--- config.mk ---
export PLATFORM = sky130hd
export DESIGN_NAME = game_sequencer_flat
export DESIGN_NICKNAME = d
export VERILOG_FILES = /design/src/rtl/game_sequencer_if.sv /design/src/rtl/game_sequencer.sv /design/src/flat_wrapper.sv
export SDC_FILE = /design/constraint.sdc
export NUM_CORES = 1
export LEC_CHECK = 0
export BUFFER_PORTS_ARGS = -buffer_cell sky130_fd_sc_hd__buf_4
export CELL_PAD_IN_SITES_DETAIL_PLACEMENT = 1
export CELL_PAD_IN_SITES_GLOBAL_PLACEMENT = 2
export CORE_MARGIN = 2
export CORE_UTILIZATION = 30
export DETAILED_ROUTE_END_ITERATION = 8
export GPL_TIMING_DRIVEN = 0
export PLACE_DENSITY = 0.81
export SLEW_MARGIN = 10
export SYNTH_ARGS = -nofsm -noshare
export SYNTH_HDL_FRONTEND = slang
export SYNTH_SLANG_ARGS = --single-unit
--- constraint.sdc ---
create_clock -name clk -period 2.15 [get_ports clk]
set_clock_uncertainty 0.05 [all_clocks]
set_input_delay 0.215 -clock clk [delete_from_list [all_inputs] [get_ports clk]]
set_output_delay 0.215 -clock clk [all_outputs]
set_load 0.005 [all_outputs]
--- src/rtl/game_sequencer_if.sv ---
// rtl/game_sequencer_if.sv - control and status bundle between the game sequencer and its neighbours
//
// Purpose: groups the sequencer's input events and its registered outputs into one interface.
// Modports:
//   master : drives tick/start_btn/dEnable/collision/goal and observes the outputs.
//   slave  : the sequencer side; it consumes the events and drives the outputs.
// Signals:
//   tick       counted-time pulse from the button clock divider
//   start_btn  start request, synchronous to clk
//   dEnable    run enable (0 pauses the game)
//   collision  player/bar overlap, level
//   goal       player reached goal row, one-cycle pulse
//   state      IDLE=0 READY=1 PLAY=2 HIT=3 OVER=4
//   motion_en  scroll/player movement enable
//   player_rst one-cycle player position reset
//   lives      remaining lives
//   score      goals scored, saturating
//   snd_sel    sound code to Audio (0 none, 1 start, 2 goal, 3 hit, 4 over)
//   snd_en     audio enable

interface game_sequencer_if;
    logic       tick;
    logic       start_btn;
    logic       dEnable;
    logic       collision;
    logic       goal;
    logic [2:0] state;
    logic       motion_en;
    logic       player_rst;
    logic [1:0] lives;
    logic [7:0] score;
    logic [2:0] snd_sel;
    logic       snd_en;

    modport master (
        output tick, start_btn, dEnable, collision, goal,
        input  state, motion_en, player_rst, lives, score, snd_sel, snd_en
    );

    modport slave (
        input  tick, start_btn, dEnable, collision, goal,
        output state, motion_en, player_rst, lives, score, snd_sel, snd_en
    );
endinterface

--- src/rtl/game_sequencer.sv ---
// rtl/game_sequencer.sv - game-flow FSM with lives/score counters and one-shot sound arbiter
//
// Purpose: sequences IDLE -> READY -> PLAY -> HIT -> (READY | OVER), gates scroll and
// player motion, keeps lives and score, and drives the shared Audio select lines.
// Ports:
//   clk  system clock
//   rst  asynchronous active-high reset
//   bus  game_sequencer_if.slave (events in, registered status/sound out)
// Parameters:
//   LIVES        lives loaded at game start (1..3)
//   READY_TICKS  counted ticks spent in READY
//   HIT_TICKS    counted ticks spent in HIT
//   SND_TICKS    counted ticks a sound request keeps snd_en high

module game_sequencer #(
    parameter int LIVES       = 3,
    parameter int READY_TICKS = 120,
    parameter int HIT_TICKS   = 60,
    parameter int SND_TICKS   = 15
) (
    input  logic          clk,
    input  logic          rst,
    game_sequencer_if.slave bus
);

    typedef enum logic [2:0] {
        ST_IDLE  = 3'd0,
        ST_READY = 3'd1,
        ST_PLAY  = 3'd2,
        ST_HIT   = 3'd3,
        ST_OVER  = 3'd4
    } state_t;

    localparam logic [2:0] SND_NONE  = 3'd0;
    localparam logic [2:0] SND_START = 3'd1;
    localparam logic [2:0] SND_GOAL  = 3'd2;
    localparam logic [2:0] SND_HIT   = 3'd3;
    localparam logic [2:0] SND_OVER  = 3'd4;

    // One phase counter serves both READY and HIT; size it for the longer phase.
    localparam int PMAX = (READY_TICKS > HIT_TICKS) ? READY_TICKS : HIT_TICKS;
    localparam int PW   = $clog2(PMAX + 1);
    localparam int SW   = $clog2(SND_TICKS + 1);

    state_t          state_q;
    logic [PW-1:0]   phase_cnt;
    logic [SW-1:0]   snd_cnt;
    logic [1:0]      lives_q;
    logic [7:0]      score_q;
    logic            motion_en_q;
    logic            player_rst_q;
    logic [2:0]      snd_sel_q;
    logic            snd_en_q;
    logic            start_q;
    logic            start_armed;

    logic            ctick;
    logic            start_edge;
    logic            ready_done;
    logic            hit_done;
    logic            snd_req;
    logic [2:0]      snd_code;

    // start_armed stays low until start_btn has been seen low after reset, so a
    // button held through reset cannot fake an edge when start_q comes out at 0.
    assign ctick      = bus.tick & bus.dEnable;
    assign start_edge = bus.start_btn & ~start_q & start_armed;
    assign ready_done = ctick && (phase_cnt == PW'(READY_TICKS - 1));
    assign hit_done   = ctick && (phase_cnt == PW'(HIT_TICKS - 1));

    // Sound requests mirror the FSM transitions that trigger them.
    always_comb begin
        snd_req  = 1'b0;
        snd_code = SND_NONE;
        case (state_q)
            ST_IDLE, ST_OVER: begin
                if (start_edge) begin
                    snd_req  = 1'b1;
                    snd_code = SND_START;
                end
            end
            ST_PLAY: begin
                if (bus.collision) begin
                    snd_req  = 1'b1;
                    snd_code = SND_HIT;
                end else if (bus.goal) begin
                    snd_req  = 1'b1;
                    snd_code = SND_GOAL;
                end
            end
            ST_HIT: begin
                if (hit_done && (lives_q == 2'd0)) begin
                    snd_req  = 1'b1;
                    snd_code = SND_OVER;
                end
            end
            default: begin
                snd_req  = 1'b0;
                snd_code = SND_NONE;
            end
        endcase
    end

    always_ff @(posedge clk or posedge rst) begin
        if (rst) begin
            start_q     <= 1'b0;
            start_armed <= 1'b0;
        end else begin
            start_q <= bus.start_btn;
            if (!bus.start_btn) begin
                start_armed <= 1'b1;
            end
        end
    end

    always_ff @(posedge clk or posedge rst) begin
        if (rst) begin
            state_q      <= ST_IDLE;
            phase_cnt    <= '0;
            lives_q      <= 2'd0;
            score_q      <= 8'd0;
            motion_en_q  <= 1'b0;
            player_rst_q <= 1'b0;
        end else begin
            player_rst_q <= 1'b0;
            motion_en_q  <= 1'b0;
            case (state_q)
                ST_IDLE, ST_OVER: begin
                    if (start_edge) begin
                        state_q      <= ST_READY;
                        phase_cnt    <= '0;
                        lives_q      <= 2'(LIVES);
                        score_q      <= 8'd0;
                        player_rst_q <= 1'b1;
                    end
                end
                ST_READY: begin
                    if (ready_done) begin
                        state_q     <= ST_PLAY;
                        phase_cnt   <= '0;
                        // ready_done implies dEnable=1, so motion starts with PLAY.
                        motion_en_q <= 1'b1;
                    end else if (ctick) begin
                        phase_cnt <= phase_cnt + 1'b1;
                    end
                end
                ST_PLAY: begin
                    if (bus.collision) begin
                        state_q   <= ST_HIT;
                        phase_cnt <= '0;
                        if (lives_q != 2'd0) begin
                            lives_q <= lives_q - 2'd1;
                        end
                    end else begin
                        motion_en_q <= bus.dEnable;
                        if (bus.goal) begin
                            player_rst_q <= 1'b1;
                            if (score_q != 8'hFF) begin
                                score_q <= score_q + 8'd1;
                            end
                        end
                    end
                end
                ST_HIT: begin
                    if (hit_done) begin
                        phase_cnt <= '0;
                        if (lives_q == 2'd0) begin
                            state_q <= ST_OVER;
                        end else begin
                            state_q      <= ST_READY;
                            player_rst_q <= 1'b1;
                        end
                    end else if (ctick) begin
                        phase_cnt <= phase_cnt + 1'b1;
                    end
                end
                default: begin
                    state_q   <= ST_IDLE;
                    phase_cnt <= '0;
                end
            endcase
        end
    end

    // A new request always wins over a sound in progress and restarts its duration.
    always_ff @(posedge clk or posedge rst) begin
        if (rst) begin
            snd_sel_q <= SND_NONE;
            snd_en_q  <= 1'b0;
            snd_cnt   <= '0;
        end else if (snd_req) begin
            snd_sel_q <= snd_code;
            snd_en_q  <= 1'b1;
            snd_cnt   <= '0;
        end else if (snd_en_q && ctick) begin
            if (snd_cnt == SW'(SND_TICKS - 1)) begin
                snd_sel_q <= SND_NONE;
                snd_en_q  <= 1'b0;
                snd_cnt   <= '0;
            end else begin
                snd_cnt <= snd_cnt + 1'b1;
            end
        end
    end

    assign bus.state      = state_q;
    assign bus.motion_en  = motion_en_q;
    assign bus.player_rst = player_rst_q;
    assign bus.lives      = lives_q;
    assign bus.score      = score_q;
    assign bus.snd_sel    = snd_sel_q;
    assign bus.snd_en     = snd_en_q;

endmodule

--- src/flat_wrapper.sv ---
// flat-port wrapper written by rule: the top's interface ports become plain ports
module game_sequencer_flat 
#(
    parameter int LIVES       = 3,
    parameter int READY_TICKS = 120,
    parameter int HIT_TICKS   = 60,
    parameter int SND_TICKS   = 15
)
  (clk, rst, bus_tick, bus_start_btn, bus_dEnable, bus_collision, bus_goal, bus_state, bus_motion_en, bus_player_rst, bus_lives, bus_score, bus_snd_sel, bus_snd_en);
  game_sequencer_if bus_i ();
  input  logic clk;
  input  logic rst;
  input wire logic [$bits(bus_i.tick)-1:0] bus_tick;
  input wire logic [$bits(bus_i.start_btn)-1:0] bus_start_btn;
  input wire logic [$bits(bus_i.dEnable)-1:0] bus_dEnable;
  input wire logic [$bits(bus_i.collision)-1:0] bus_collision;
  input wire logic [$bits(bus_i.goal)-1:0] bus_goal;
  output wire logic [$bits(bus_i.state)-1:0] bus_state;
  output wire logic [$bits(bus_i.motion_en)-1:0] bus_motion_en;
  output wire logic [$bits(bus_i.player_rst)-1:0] bus_player_rst;
  output wire logic [$bits(bus_i.lives)-1:0] bus_lives;
  output wire logic [$bits(bus_i.score)-1:0] bus_score;
  output wire logic [$bits(bus_i.snd_sel)-1:0] bus_snd_sel;
  output wire logic [$bits(bus_i.snd_en)-1:0] bus_snd_en;
  assign bus_i.tick = bus_tick;
  assign bus_i.start_btn = bus_start_btn;
  assign bus_i.dEnable = bus_dEnable;
  assign bus_i.collision = bus_collision;
  assign bus_i.goal = bus_goal;
  assign bus_state = bus_i.state;
  assign bus_motion_en = bus_i.motion_en;
  assign bus_player_rst = bus_i.player_rst;
  assign bus_lives = bus_i.lives;
  assign bus_score = bus_i.score;
  assign bus_snd_sel = bus_i.snd_sel;
  assign bus_snd_en = bus_i.snd_en;
  game_sequencer #(.LIVES(LIVES), .READY_TICKS(READY_TICKS), .HIT_TICKS(HIT_TICKS), .SND_TICKS(SND_TICKS)) u_core (.clk(clk), .rst(rst), .bus(bus_i));
endmodule
==> run_results.csv <==
group,metric,value,unit
placement,dp_hpwl,3215,microns
final_layout,areaGrowthSynthToFinish,21.17,%
final_layout,final_core_util,38.16,%
timing,fin_crit_sh,91.16,%
final_layout,fin_area,0.002127,sq mm
run_status,outcome,"finished with violations",
global_route,grt_start_max_net_pins,33,
timing,fmax,0.5102,GHz
cts,clk_pin_slew,80,ps
timing,final.min_clock_period,1960,ps
cts,cts_buffer_depth,2,
drt,route.detailed.drc,0,
cts,clock_latency,290,ps
placement,gp_congestion,0.7423,
timing,slew_headroom,54.27,%
synthesis,yosys_warnings,0,
die,dieArea,0.006479,sq mm
synthesis,synth.top_cells.by_count,"dfrtp_1 (32), nand2_1 (18), a21oi_1 (11), nor2_1 (10), inv_1 (9)",
synthesis,ys_types,43,
timing,slew_violations,0,
critical_path,cp.arrival,2070,ps
cts,clock-root-buffer,"clkbuf_8",
global_route,grt_pass1_vias,1544,
synthesis,synth_top_area_share,45.62,%
synthesis,yosysMostFrequentCell,"dfrtp_1",
critical_path,cp-start-kind,"flip-flop",
final_layout,fin_nets,226,
global_route,grt_overflow_total,0,
drt,dr.pass1.iters,4,
final_layout,drive_above_1_share,20.00,%
drt,drt-initial-drc-count,58,
synthesis,synth_ff_type,"dfrtp_1",
synthesis,synthesis.area,0.001755,sq mm
power_and_ir_drop,ir_drop,0.3679,mV
synthesis,syn_area_per_cell,9.593,sq um
global_route,grt_pass1_wl,7817,microns
synthesis,synth_area_leader_cell,"dfrtp_1",
cts,cts.sinks,32,
cts,cts_made_buffers,5,
synthesis,netlist_instances,183,
critical_path,path_delay_family,"simple AND/OR/NAND/NOR gates",
synthesis,ys_ff_latch,32,
critical_path,cp_slowest_cell,"nor4_1",
cts,cts_tree,"built",
drt,vias,1532,
die,core_area,0.005574,sq mm
power_and_ir_drop,p_leak,0.9505,nW
drt,wl_per_cell,15.52,microns
global_route,antenna_found_initial,0,
critical_path,cp_num_buf_inv,1,
die,num_io_pins,26,
timing,setup_viol,0,
drt,drt-total-wl,4453,microns
power_and_ir_drop,p_per_area,935.7,mW/mm^2
drt,viasPerCell,5.338,
timing,final-hold-violation-count,27,
power_and_ir_drop,finalPower,1.990,mW
die,die_y,80.50,microns
timing,rsz0062_at_grt,"no",
critical_path,critPathKind,"reg -> reg",
die,die_x,80.50,microns
timing,fin_setup_tns,0,ps
synthesis,synth-edff-count,0,
placement,io_buffers,23,
die,initial_utilization,31.49,%
timing,timing.hold.ws,-16.55,ps
synthesis,synth_fp_nets,195,
critical_path,cp-end-kind,"flip-flop",
global_route,grtUsageTotal,15.73,%
placement,placed_cell_area,0.002018,sq mm
critical_path,cp_slowest_stage_delay,520,ps
critical_path,cp.required,2260,ps
cts,postCtsSetupBuffers,0,
drt,ant_nets,0,
critical_path,path_cells,"inv_1 -> ha_1 -> nand4b_1 -> nor4_1 -> or3_1 -> o211ai_1",
synthesis,synthTopCellsByArea,"dfrtp_1 (46%), nand2_1 (3.8%), ha_1 (3.6%)",
final_layout,antennaDiodeCount,0,
worst_hold_path,holdCritPathClass,"in -> async",
critical_path,path_max_fanout,5,
run,maxCapViolCount,0,
timing,tightest_slew,684.9,ps
synthesis,synth_seq_area_share,45.62,%
run_status,violations,"negative hold slack",
die,num_rows,27,
synthesis,async_reset_ff_share,100.0,%
cts,htreeDepth,2,
## metrics by stage
step	std cells	setup slack, ps
2_1_floorplan	183	388.8
3_3_place_gp	278	-19.98
3_5_place_dp	278	-38.17
4_1_cts	287	140.3
5_1_grt	287	9.127
6_report	287	190.0
## logic make-up (layout without fill, tap and decap cells)
logic type                 after synthesis  in the layout  share of synthesized area (%)
buffers and inverters                   16             48                          4.347
DFF                                     32             32                          45.62
AOI/OAI and AO/OA                       48             48                          19.32
and+or+nand+nor                         79             79                          25.45
muxes                                    3              3                          1.711
adders and majority gates                5              5                          3.564
## worst paths after layout
path / from / to / slack, ps / cells past startpoint
worst max-delay path: u_core.bus.lives[0] / u_core.bus.snd_sel[0] / 190 / 6
worst min-delay path: rst / u_core.start_armed / -20 / 2
worst max register to register: u_core.bus.lives[0] / u_core.bus.snd_sel[0] / 190 / 6
worst min register to register: u_core.start_armed / u_core.start_armed / 430 / 1
max in group asynchronous: rst / u_core.bus.state[2] / 1610 / 2
min in group clk: bus_collision / u_core.bus.snd_sel[0] / 200 / 3
## worst reg2reg max path: stages (launching register included)
cell,delay (ps)
dfrtp_1,410
inv_1,70
ha_1,220
nand4b_1,130
nor4_1,520
or3_1,300
o211ai_1,120
## final cells by class
| type | count | area [sq um] |
|---|---|---|
| Tap cell | 72 | 90.09 |
| Clock inverter | 1 | 7.507 |
| Buffer | 7 | 42.54 |
| Multi-Input combinational cell | 135 | 883.3 |
| Sequential cell | 32 | 800.8 |
| Clock buffer | 7 | 86.33 |
| Inverter | 9 | 33.78 |
| Fill cell | 650 | 3447 |
| Timing Repair Buffer | 24 | 182.7 |
## what timing repair did
action                                  CTS  global route
endpoints found under the setup margin    3             0
hold buffers                              1             0
gates resized for setup                   1             0
hold endpoints to repair                  1             0
## power breakdown
group	internal, mW	total, mW	leakage, nW	switching (mW)
combinational	0.284	0.617	0.504	0.333
clock	0.260	0.502	0.0445	0.241
sequential	0.729	0.872	0.402	0.142
## flip-flops by register name (all words and copies together) (netlist names)
name / flops
u_core.bus.motion_en: 1
u_core.bus.score: 8
u_core.bus.state: 3
u_core.snd_cnt: 4
u_core.start_armed: 1
u_core.phase_cnt: 7
u_core.start_q: 1
u_core.bus.snd_en: 1
u_core.bus.player_rst: 1
u_core.bus.snd_sel: 3
u_core.bus.lives: 2
## metal layers
metal  up-vias  global-route usage (%)  share of wire [%]
met3         5                   3.483                4.4
li1        745                       -                  -
met2        30                   24.75                 45
met5         -                       0                  0
met1       752                   21.38                 49
met4         0                   5.085                1.3
## layout by cell type, fill, tap and decap left out, types with 3 or more instances in the layout
| cell type | instances |
|---|---|
| nand2b_1 | 5 |
| o31ai_1 | 3 |
| mux2i_1 | 3 |
| nand2_1 | 18 |
| a21oi_1 | 11 |
| o211ai_1 | 4 |
| a22o_1 | 3 |
| inv_1 | 8 |
| dfrtp_1 | 32 |
| and3_1 | 3 |
| or3_1 | 7 |
| o21ai_0 | 7 |
| nand4_1 | 6 |
| clkbuf_1 | 5 |
| a32o_1 | 3 |
| nand3_1 | 7 |
| nor2_1 | 10 |
| clkbuf_8 | 6 |
| buf_4 | 23 |
| a31o_2 | 3 |
| ha_1 | 5 |
| nor3_1 | 5 |
(Power assumes the default switching activity.)
